--- src/rtl/ntr_cmd_sequencer_if.sv ---
// Command/response and ROM fetch signals between the NTR command capture, the
// sequencer and the ROM backing store.
interface ntr_cmd_sequencer_if;
    logic        cs1;
    logic        cmd_valid;
    logic [63:0] command;
    logic [7:0]  dout;
    logic        dout_valid;
    logic        rom_req;
    logic [31:0] rom_addr;
    logic        rom_ack;
    logic [7:0]  rom_data;
    logic        busy;
    logic        underrun;
    logic        cmd_err;

    modport slave (
        input  cs1, cmd_valid, command, rom_ack, rom_data,
        output dout, dout_valid, rom_req, rom_addr, busy, underrun, cmd_err
    );

    modport master (
        output cs1, cmd_valid, command, rom_ack, rom_data,
        input  dout, dout_valid, rom_req, rom_addr, busy, underrun, cmd_err
    );
endinterface

--- src/rtl/ntr_cmd_sequencer.sv ---
// NTR cartridge response sequencer: decodes a captured command, waits a fixed
// latency, then streams bytes from ROM (via a prefetch FIFO), constants or chip ID.
module ntr_cmd_sequencer #(
    parameter int          FIFO_DEPTH = 4,
    parameter int          LATENCY    = 8,
    parameter logic [31:0] CHIP_ID    = 32'h0000_3FC2,
    parameter logic [13:0] DUMMY_LEN  = 14'h2000,
    parameter logic [13:0] BLOCK_LEN  = 14'h0200
) (
    input  logic                  clk,
    input  logic                  rst,
    ntr_cmd_sequencer_if.slave    bus
);
    localparam int          AW     = $clog2(FIFO_DEPTH);
    localparam logic [AW:0] FDEPTH = (AW+1)'(FIFO_DEPTH);
    localparam logic [15:0] WLAST  = 16'(LATENCY - 1);

    localparam logic [2:0] S_IDLE  = 3'd0;
    localparam logic [2:0] S_WAIT  = 3'd1;
    localparam logic [2:0] S_SEND  = 3'd2;
    localparam logic [2:0] S_DONE  = 3'd3;
    localparam logic [2:0] S_ABORT = 3'd4;

    localparam logic [1:0] M_ROM   = 2'd0;
    localparam logic [1:0] M_DUMMY = 2'd1;
    localparam logic [1:0] M_ID    = 2'd2;
    localparam logic [1:0] M_UNK   = 2'd3;

    logic [2:0]    state, state_n;
    logic [1:0]    mode;
    logic [13:0]   len, remaining, fetched, fetched_n;
    logic [1:0]    id_idx;
    logic [15:0]   wait_cnt;
    logic [7:0]    fifo_mem [FIFO_DEPTH];
    logic [AW-1:0] wr_ptr, rd_ptr;
    logic [AW:0]   fcnt, fcnt_n;
    logic [1:0]    dec_mode;
    logic [13:0]   dec_len;
    logic [31:0]   dec_addr;
    logic [7:0]    tx_byte;
    logic          accept, active, consume, ack, push, pop, flush, rom_req_n;

    always_comb begin
        dec_mode = M_UNK;
        dec_len  = 14'd0;
        dec_addr = 32'd0;
        case (bus.command[7:0])
            8'h9F: begin dec_mode = M_DUMMY; dec_len = DUMMY_LEN; end
            8'h00: begin dec_mode = M_ROM;   dec_len = BLOCK_LEN; end
            8'hB7: begin
                dec_mode = M_ROM;
                dec_len  = BLOCK_LEN;
                // address bytes arrive most-significant first
                dec_addr = {bus.command[15:8], bus.command[23:16],
                            bus.command[31:24], bus.command[39:32]};
            end
            8'h90, 8'hB8: begin dec_mode = M_ID; dec_len = 14'd4; end
            default: ;
        endcase
    end

    assign accept  = (state == S_IDLE) && bus.cmd_valid;
    assign active  = (state == S_WAIT) || (state == S_SEND);
    assign consume = (state == S_SEND) && !bus.cs1;
    assign ack     = bus.rom_req && bus.rom_ack;
    assign push    = ack && active && !bus.cs1;
    assign pop     = consume && (mode == M_ROM) && (fcnt != '0);
    assign flush   = accept || (active && bus.cs1) || ((state == S_DONE) && bus.cs1);
    assign fcnt_n  = flush ? '0 : fcnt + {{AW{1'b0}}, push} - {{AW{1'b0}}, pop};
    assign fetched_n = fetched + {13'd0, ack};

    always_comb begin
        state_n = state;
        case (state)
            S_IDLE:  if (bus.cmd_valid) state_n = S_WAIT;
            S_WAIT: begin
                if (bus.cs1)                state_n = (bus.rom_req && !bus.rom_ack) ? S_ABORT : S_IDLE;
                else if (wait_cnt == WLAST) state_n = S_SEND;
            end
            S_SEND: begin
                if (bus.cs1)                state_n = (bus.rom_req && !bus.rom_ack) ? S_ABORT : S_IDLE;
                else if (mode != M_UNK && remaining == 14'd1) state_n = S_DONE;
            end
            // a fetch still in flight after the last byte is drained through ABORT
            S_DONE:  if (bus.cs1) state_n = (bus.rom_req && !bus.rom_ack) ? S_ABORT : S_IDLE;
            S_ABORT: if (bus.rom_ack) state_n = S_IDLE;
            default: state_n = S_IDLE;
        endcase
    end

    // one request in flight; a new one only if the FIFO has room for its byte
    assign rom_req_n = (bus.rom_req && !bus.rom_ack)
                    || (accept && dec_mode == M_ROM && dec_len != 14'd0)
                    || (active && (state_n == S_WAIT || state_n == S_SEND)
                        && mode == M_ROM && fetched_n < len && fcnt_n < FDEPTH);

    always_comb begin
        tx_byte = 8'hFF;
        case (mode)
            M_ROM:   if (fcnt != '0) tx_byte = fifo_mem[rd_ptr];
            M_ID:    tx_byte = CHIP_ID[{id_idx, 3'b000} +: 8];
            default: tx_byte = 8'hFF;
        endcase
    end

    always_ff @(posedge clk) begin
        if (push) fifo_mem[wr_ptr] <= bus.rom_data;
    end

    always_ff @(posedge clk or posedge rst) begin
        if (rst) begin
            state          <= S_IDLE;
            mode           <= M_UNK;
            len            <= '0;
            remaining      <= '0;
            fetched        <= '0;
            id_idx         <= '0;
            wait_cnt       <= '0;
            wr_ptr         <= '0;
            rd_ptr         <= '0;
            fcnt           <= '0;
            bus.rom_req    <= 1'b0;
            bus.rom_addr   <= '0;
            bus.dout       <= 8'hFF;
            bus.dout_valid <= 1'b0;
            bus.underrun   <= 1'b0;
            bus.cmd_err    <= 1'b0;
        end else begin
            state       <= state_n;
            fcnt        <= fcnt_n;
            bus.rom_req <= rom_req_n;
            if (accept) begin
                mode         <= dec_mode;
                len          <= dec_len;
                remaining    <= dec_len;
                fetched      <= '0;
                id_idx       <= '0;
                wait_cnt     <= '0;
                wr_ptr       <= '0;
                rd_ptr       <= '0;
                bus.underrun <= 1'b0;
                bus.cmd_err  <= (dec_mode == M_UNK);
                if (dec_mode == M_ROM) bus.rom_addr <= dec_addr;
            end else begin
                if (ack) begin
                    fetched      <= fetched_n;
                    bus.rom_addr <= bus.rom_addr + 32'd1;
                end
                if (state == S_WAIT) wait_cnt <= wait_cnt + 16'd1;
                if (flush) begin
                    wr_ptr <= '0;
                    rd_ptr <= '0;
                end else begin
                    if (push) wr_ptr <= wr_ptr + AW'(1);
                    if (pop)  rd_ptr <= rd_ptr + AW'(1);
                end
                if (consume) begin
                    remaining <= remaining - 14'd1;
                    id_idx    <= id_idx + 2'd1;
                    if (mode == M_ROM && fcnt == '0) bus.underrun <= 1'b1;
                end
            end
            bus.dout       <= consume ? tx_byte : 8'hFF;
            bus.dout_valid <= consume;
        end
    end

    assign bus.busy = (state != S_IDLE);
endmodule

--- src/flat_wrapper.sv ---
// flat-port wrapper written by rule: the top's interface ports become plain ports
module ntr_cmd_sequencer_flat 
#(
    parameter int          FIFO_DEPTH = 4,
    parameter int          LATENCY    = 8,
    parameter logic [31:0] CHIP_ID    = 32'h0000_3FC2,
    parameter logic [13:0] DUMMY_LEN  = 14'h2000,
    parameter logic [13:0] BLOCK_LEN  = 14'h0200
)
  (clk, rst, bus_cs1, bus_cmd_valid, bus_command, bus_rom_ack, bus_rom_data, bus_dout, bus_dout_valid, bus_rom_req, bus_rom_addr, bus_busy, bus_underrun, bus_cmd_err);
  ntr_cmd_sequencer_if bus_i ();
  input  logic clk;
  input  logic rst;
  input wire logic [$bits(bus_i.cs1)-1:0] bus_cs1;
  input wire logic [$bits(bus_i.cmd_valid)-1:0] bus_cmd_valid;
  input wire logic [$bits(bus_i.command)-1:0] bus_command;
  input wire logic [$bits(bus_i.rom_ack)-1:0] bus_rom_ack;
  input wire logic [$bits(bus_i.rom_data)-1:0] bus_rom_data;
  output wire logic [$bits(bus_i.dout)-1:0] bus_dout;
  output wire logic [$bits(bus_i.dout_valid)-1:0] bus_dout_valid;
  output wire logic [$bits(bus_i.rom_req)-1:0] bus_rom_req;
  output wire logic [$bits(bus_i.rom_addr)-1:0] bus_rom_addr;
  output wire logic [$bits(bus_i.busy)-1:0] bus_busy;
  output wire logic [$bits(bus_i.underrun)-1:0] bus_underrun;
  output wire logic [$bits(bus_i.cmd_err)-1:0] bus_cmd_err;
  assign bus_i.cs1 = bus_cs1;
  assign bus_i.cmd_valid = bus_cmd_valid;
  assign bus_i.command = bus_command;
  assign bus_i.rom_ack = bus_rom_ack;
  assign bus_i.rom_data = bus_rom_data;
  assign bus_dout = bus_i.dout;
  assign bus_dout_valid = bus_i.dout_valid;
  assign bus_rom_req = bus_i.rom_req;
  assign bus_rom_addr = bus_i.rom_addr;
  assign bus_busy = bus_i.busy;
  assign bus_underrun = bus_i.underrun;
  assign bus_cmd_err = bus_i.cmd_err;
  ntr_cmd_sequencer #(.FIFO_DEPTH(FIFO_DEPTH), .LATENCY(LATENCY), .CHIP_ID(CHIP_ID), .DUMMY_LEN(DUMMY_LEN), .BLOCK_LEN(BLOCK_LEN)) u_core (.clk(clk), .rst(rst), .bus(bus_i));
endmodule
--- config.mk ---
export PLATFORM = sky130hd
export DESIGN_NAME = ntr_cmd_sequencer_flat
export DESIGN_NICKNAME = d
export VERILOG_FILES = /design/src/rtl/ntr_cmd_sequencer_if.sv /design/src/rtl/ntr_cmd_sequencer.sv /design/src/flat_wrapper.sv
export SDC_FILE = /design/constraint.sdc
export NUM_CORES = 1
export LEC_CHECK = 0
export BUFFER_PORTS_ARGS = -buffer_cell sky130_fd_sc_hd__buf_4
export CORE_MARGIN = 2
export CORE_UTILIZATION = 51
export DETAILED_ROUTE_END_ITERATION = 16
export GPL_TIMING_DRIVEN = 0
export PLACE_DENSITY = 0.87
export REMOVE_ABC_BUFFERS = 1
export SLEW_MARGIN = 10
export SYNTH_ARGS = -nofsm -noshare
export SYNTH_HDL_FRONTEND = slang
export SYNTH_SLANG_ARGS = --single-unit
export TNS_END_PERCENT = 20
--- constraint.sdc ---
create_clock -name clk -period 3.1 [get_ports clk]
set_input_delay 0.31 -clock clk [delete_from_list [all_inputs] [get_ports clk]]
set_output_delay 0.31 -clock clk [all_outputs]
set_load 0.02 [all_outputs]
==> metrics.log <==
INFO  metric final_layout_net_count = 897
INFO  metric antenna_found_initial = 0
INFO  metric run_status = finished, final reports clean
INFO  metric crit_path_end = u_core.bus.rom_req
INFO  metric yosysTopAreaCell = sky130_fd_sc_hd__dfrtp_1
INFO  metric layout.filler_cells = 1000
INFO  metric finalSetupViolCount = 0
INFO  metric tightestPinTransition = 0.880 ns
INFO  metric detailedPlace.worstSlack = -0.356 ns
INFO  metric critPathCaptureType = flip-flop
INFO  metric ys_dominant_reg_cell = sky130_fd_sc_hd__dfrtp_1
INFO  metric worst_hold_path_type = input port to flip-flop
INFO  metric number_of_antenna_repair_diodes = 0
INFO  metric slack_of_the_worst_reg_to_reg_path = 0.10 ns
INFO  metric unrepaired_setup_endpoints_after_global_routing = yes
INFO  metric die_w = 122 µm
INFO  metric cts-htree-levels = 4
INFO  metric first_pass_detailed_route_iteration_total = 5
INFO  metric synth_seq_area_share = 51.0%
INFO  metric groute.usage.overall = 23.8%
INFO  metric finClkSkew = 0.00564 ns
INFO  metric critical_path.max_fanout = 8
INFO  metric synth_cell_area = 7060 µm²
INFO  metric synth_enable_flop_cells = 32
INFO  metric multi_input_comb_area = 3250 µm²
INFO  metric numClockSinks = 137
INFO  metric wl = 17.1 mm
INFO  metric core_area = 13700 µm²
INFO  metric met1_usage = 30.5%
INFO  metric syn-instance-count = 709
INFO  metric tns = 0 ns
INFO  metric total_power = 5.04 mW
INFO  metric synth.most_common_cell = sky130_fd_sc_hd__dfrtp_1
INFO  metric async_reset_ff_share = 76.6%
INFO  metric cts.path.max_buffers = 2
INFO  metric worst-endpoint-required = 3.42 ns
INFO  metric clock_latency_on_the_worst_skew_pair = 0.43 ns
INFO  metric hp-start = bus_rom_ack
INFO  metric critical_path.reg2reg.endpoint = u_core.bus.rom_req
INFO  metric initial_core_util = 51.5%
INFO  metric syn_warnings = 0
INFO  metric timing.slew.headroom = 41.0%
INFO  metric setup_ws = 0.102 ns
INFO  metric type_of_origin_of_the_critical_path = flip-flop
INFO  metric area_growth = 24.0%
INFO  metric detailed_place_hpwl = 11.1 mm
INFO  metric clock_pin_slew_on_the_worst_setup_and_hold_paths = 0.06 ns
INFO  metric synth_common_cells = 95 x sky130_fd_sc_hd__dfrtp_1, 85 x sky130_fd_sc_hd__nor2_1, 46 x sky130_fd_sc_hd__a21oi_1, 42 x sky130_fd_sc_hd__nand2_1, 41 x sky130_fd_sc_hd__o21ai_0
INFO  metric weighted_congestion_reported_at_the_end_of_routability_driven_placement = 0.859
INFO  metric detail_route.drc_violations = 0
INFO  metric globalRoute.busiestLayer = met2
INFO  metric dr_total_vias = 5860
INFO  metric power.density_cell_area = 576 nW/µm²
INFO  metric crit_start = u_core.state[0]
INFO  metric synth-seq-cells = 137
INFO  metric synth_top_area_share = 33.7%
INFO  metric crit-reg2reg-launch = u_core.state[0]
INFO  metric post_synth_num_cell_types = 64
INFO  metric share_of_cells_above_drive_strength_1 = 23.2%
INFO  metric worst_r2r_path_depth = 11
INFO  metric timing.final.crit_share = 96.7%
INFO  metric detail_route.iter0.violations = 593
INFO  metric synth.avg_cell_area = 9.96 µm²
INFO  metric die-area = 14800 µm²
INFO  metric grt_pass1_wl = 27.7 mm
INFO  metric timing.critical_path.arrival = 3.32 ns
INFO  metric finalHoldViolations = 0
INFO  metric antenna_viol_nets_final = 0
INFO  metric globalRouteMet2Util = 38.8%
INFO  metric cts_made_buffers = 17
INFO  metric post_drt_wl_per_cell = 17.2 µm
INFO  metric final-max-slew-violation-count = 0
INFO  metric leading_post_synthesis_cells_by_cell_area = sky130_fd_sc_hd__dfrtp_1 34%, sky130_fd_sc_hd__edfxtp_1 14%, sky130_fd_sc_hd__nor2_1 4.5%
INFO  metric cap_viol_max_count = 0
INFO  metric irDropWorstVdd = 473 µV
INFO  metric place.port_buffers = 97
INFO  metric timing.fmax = 0.334 GHz
INFO  metric rows = 43
INFO  metric regArea = 3600 µm²
INFO  metric grt_remaining_overflow = 0
INFO  metric detail_route.vias_per_cell = 5.88
INFO  metric final.min_clock_period = 3.00 ns
INFO  metric io_pins = 122
INFO  metric crit_type = flip-flop to flip-flop
INFO  metric number_of_global_route_vias_before_repair = 5652
INFO  metric ctsRootBufferMaster = sky130_fd_sc_hd__clkbuf_16
INFO  metric cts_tree = done
INFO  metric power.static_leakage = 3.58 nW
INFO  metric met3_usage = 4.73%
INFO  metric die-height = 122 µm
INFO  metric grt_max_degree = 59
==> state kept, by name (all words and copies together) (netlist names) <==
signal,flops
u_core.bus.rom_addr,32
u_core.fifo_mem,32
u_core.wait_cnt,16
u_core.fetched,14
u_core.remaining,14
u_core.bus.dout,8
u_core.fcnt,3
u_core.len,3
u_core.state,3
u_core.id_idx,2
u_core.mode,2
u_core.rd_ptr,2
u_core.wr_ptr,2
u_core.bus.cmd_err,1
u_core.bus.dout_valid,1
u_core.bus.rom_req,1
u_core.bus.underrun,1
==> per-stage QoR <==
stage               cell area, µm²  hold WS [ns]  cells  utilization (%)
global route                  8760        0.0767    996             63.8
finish                        8760        0.0768    996             63.8
detailed placement            8010         0.377    955             58.3
global placement              7860         0.465    948             57.3
CTS                           8700        0.0491    990             63.4
floorplan                     6910         0.376    671                -
==> kinds of logic after synthesis <==
family	Yosys count	synth area share, %
multiplexers	11	2.99
XOR/XNOR	41	5.08
buffers and inverters	64	3.60
AND/OR/NAND/NOR	275	20.8
AO/OA/AOI/OAI	164	13.4
flip-flops	137	51.0
adder cells (fa/ha/maj)	17	3.12
==> worst max-delay path, stage by stage (launching register included) <==
cell and delay [ns]:
sky130_fd_sc_hd__dfrtp_2 0.44, sky130_fd_sc_hd__or4b_4 0.58, sky130_fd_sc_hd__nor3_4 0.27, sky130_fd_sc_hd__ha_1 0.16, sky130_fd_sc_hd__inv_1 0.05, sky130_fd_sc_hd__ha_1 0.22, sky130_fd_sc_hd__fa_1 0.38, sky130_fd_sc_hd__xnor2_1 0.17
sky130_fd_sc_hd__xnor2_1 0.13, sky130_fd_sc_hd__nor2_1 0.08, sky130_fd_sc_hd__o22a_1 0.21, sky130_fd_sc_hd__o41ai_2 0.20
==> power by group <==
part | switching, mW | internal [mW]
combinational | 0.438 | 0.297
sequential | 0.132 | 1.95
clock | 0.800 | 1.43
==> cells in the final DEF, fill, tap and decap left out, drive strengths merged, types with 10 or more instances in the layout <==
cell type	count
nand3	32
nor4	18
xnor2	22
o21ai	78
ha	16
nor3	30
xor2	19
dfrtp	95
inv	28
a21oi	46
dfstp	10
nand4	13
nand2	43
and2	10
nor2	85
buf	111
clkbuf	17
edfxtp	32
==> per-layer routing <==
metal / up-vias / share of wire, % / routed length [µm]
met4: 0 / 3.3 / 568
met3: 51 / 4.0 / 678
met1: 2863 / 42 / 7150
li1: 2766 / - / -
met2: 180 / 51 / 8720
met5: - / 0 / 0
==> area by class of cell <==
cell class	count	share of cell area, %
clock buffers	17	4.86
clock inverters	15	2.54
inverters	26	1.17
multi-input cells	509	37.2
flip-flops and latches	137	41.2
well taps	180	2.57
repair buffers	112	10.5
==> worst min path at each step <==
| stage | to | slack [ns] | cells after the start |
|---|---|---|---|
| 3_3_place_gp | u_core.len[2] | 0.47 | 2 |
| 2_1_floorplan | u_core.state[2] | 0.38 | 1 |
| 6_report | u_core.state[2] | 0.08 | 2 |
| 3_5_place_dp | u_core.bus.rom_addr[19] | 0.38 | 2 |
| 4_1_cts | u_core.state[2] | 0.05 | 2 |
| 5_1_grt | u_core.state[2] | 0.08 | 2 |
==> repair_timing <==
action                                  in CTS  in global routing
endpoints found under the setup margin      13                  9
pin swaps                                    3                  4
endpoints found under the hold margin       47                  0
gates cloned                                 1                  0
hold buffers                                 1                  0
gates resized for setup                      6                  3
setup buffers                                1                  6
No activity file was read; power rests on OpenSTA's default activity.
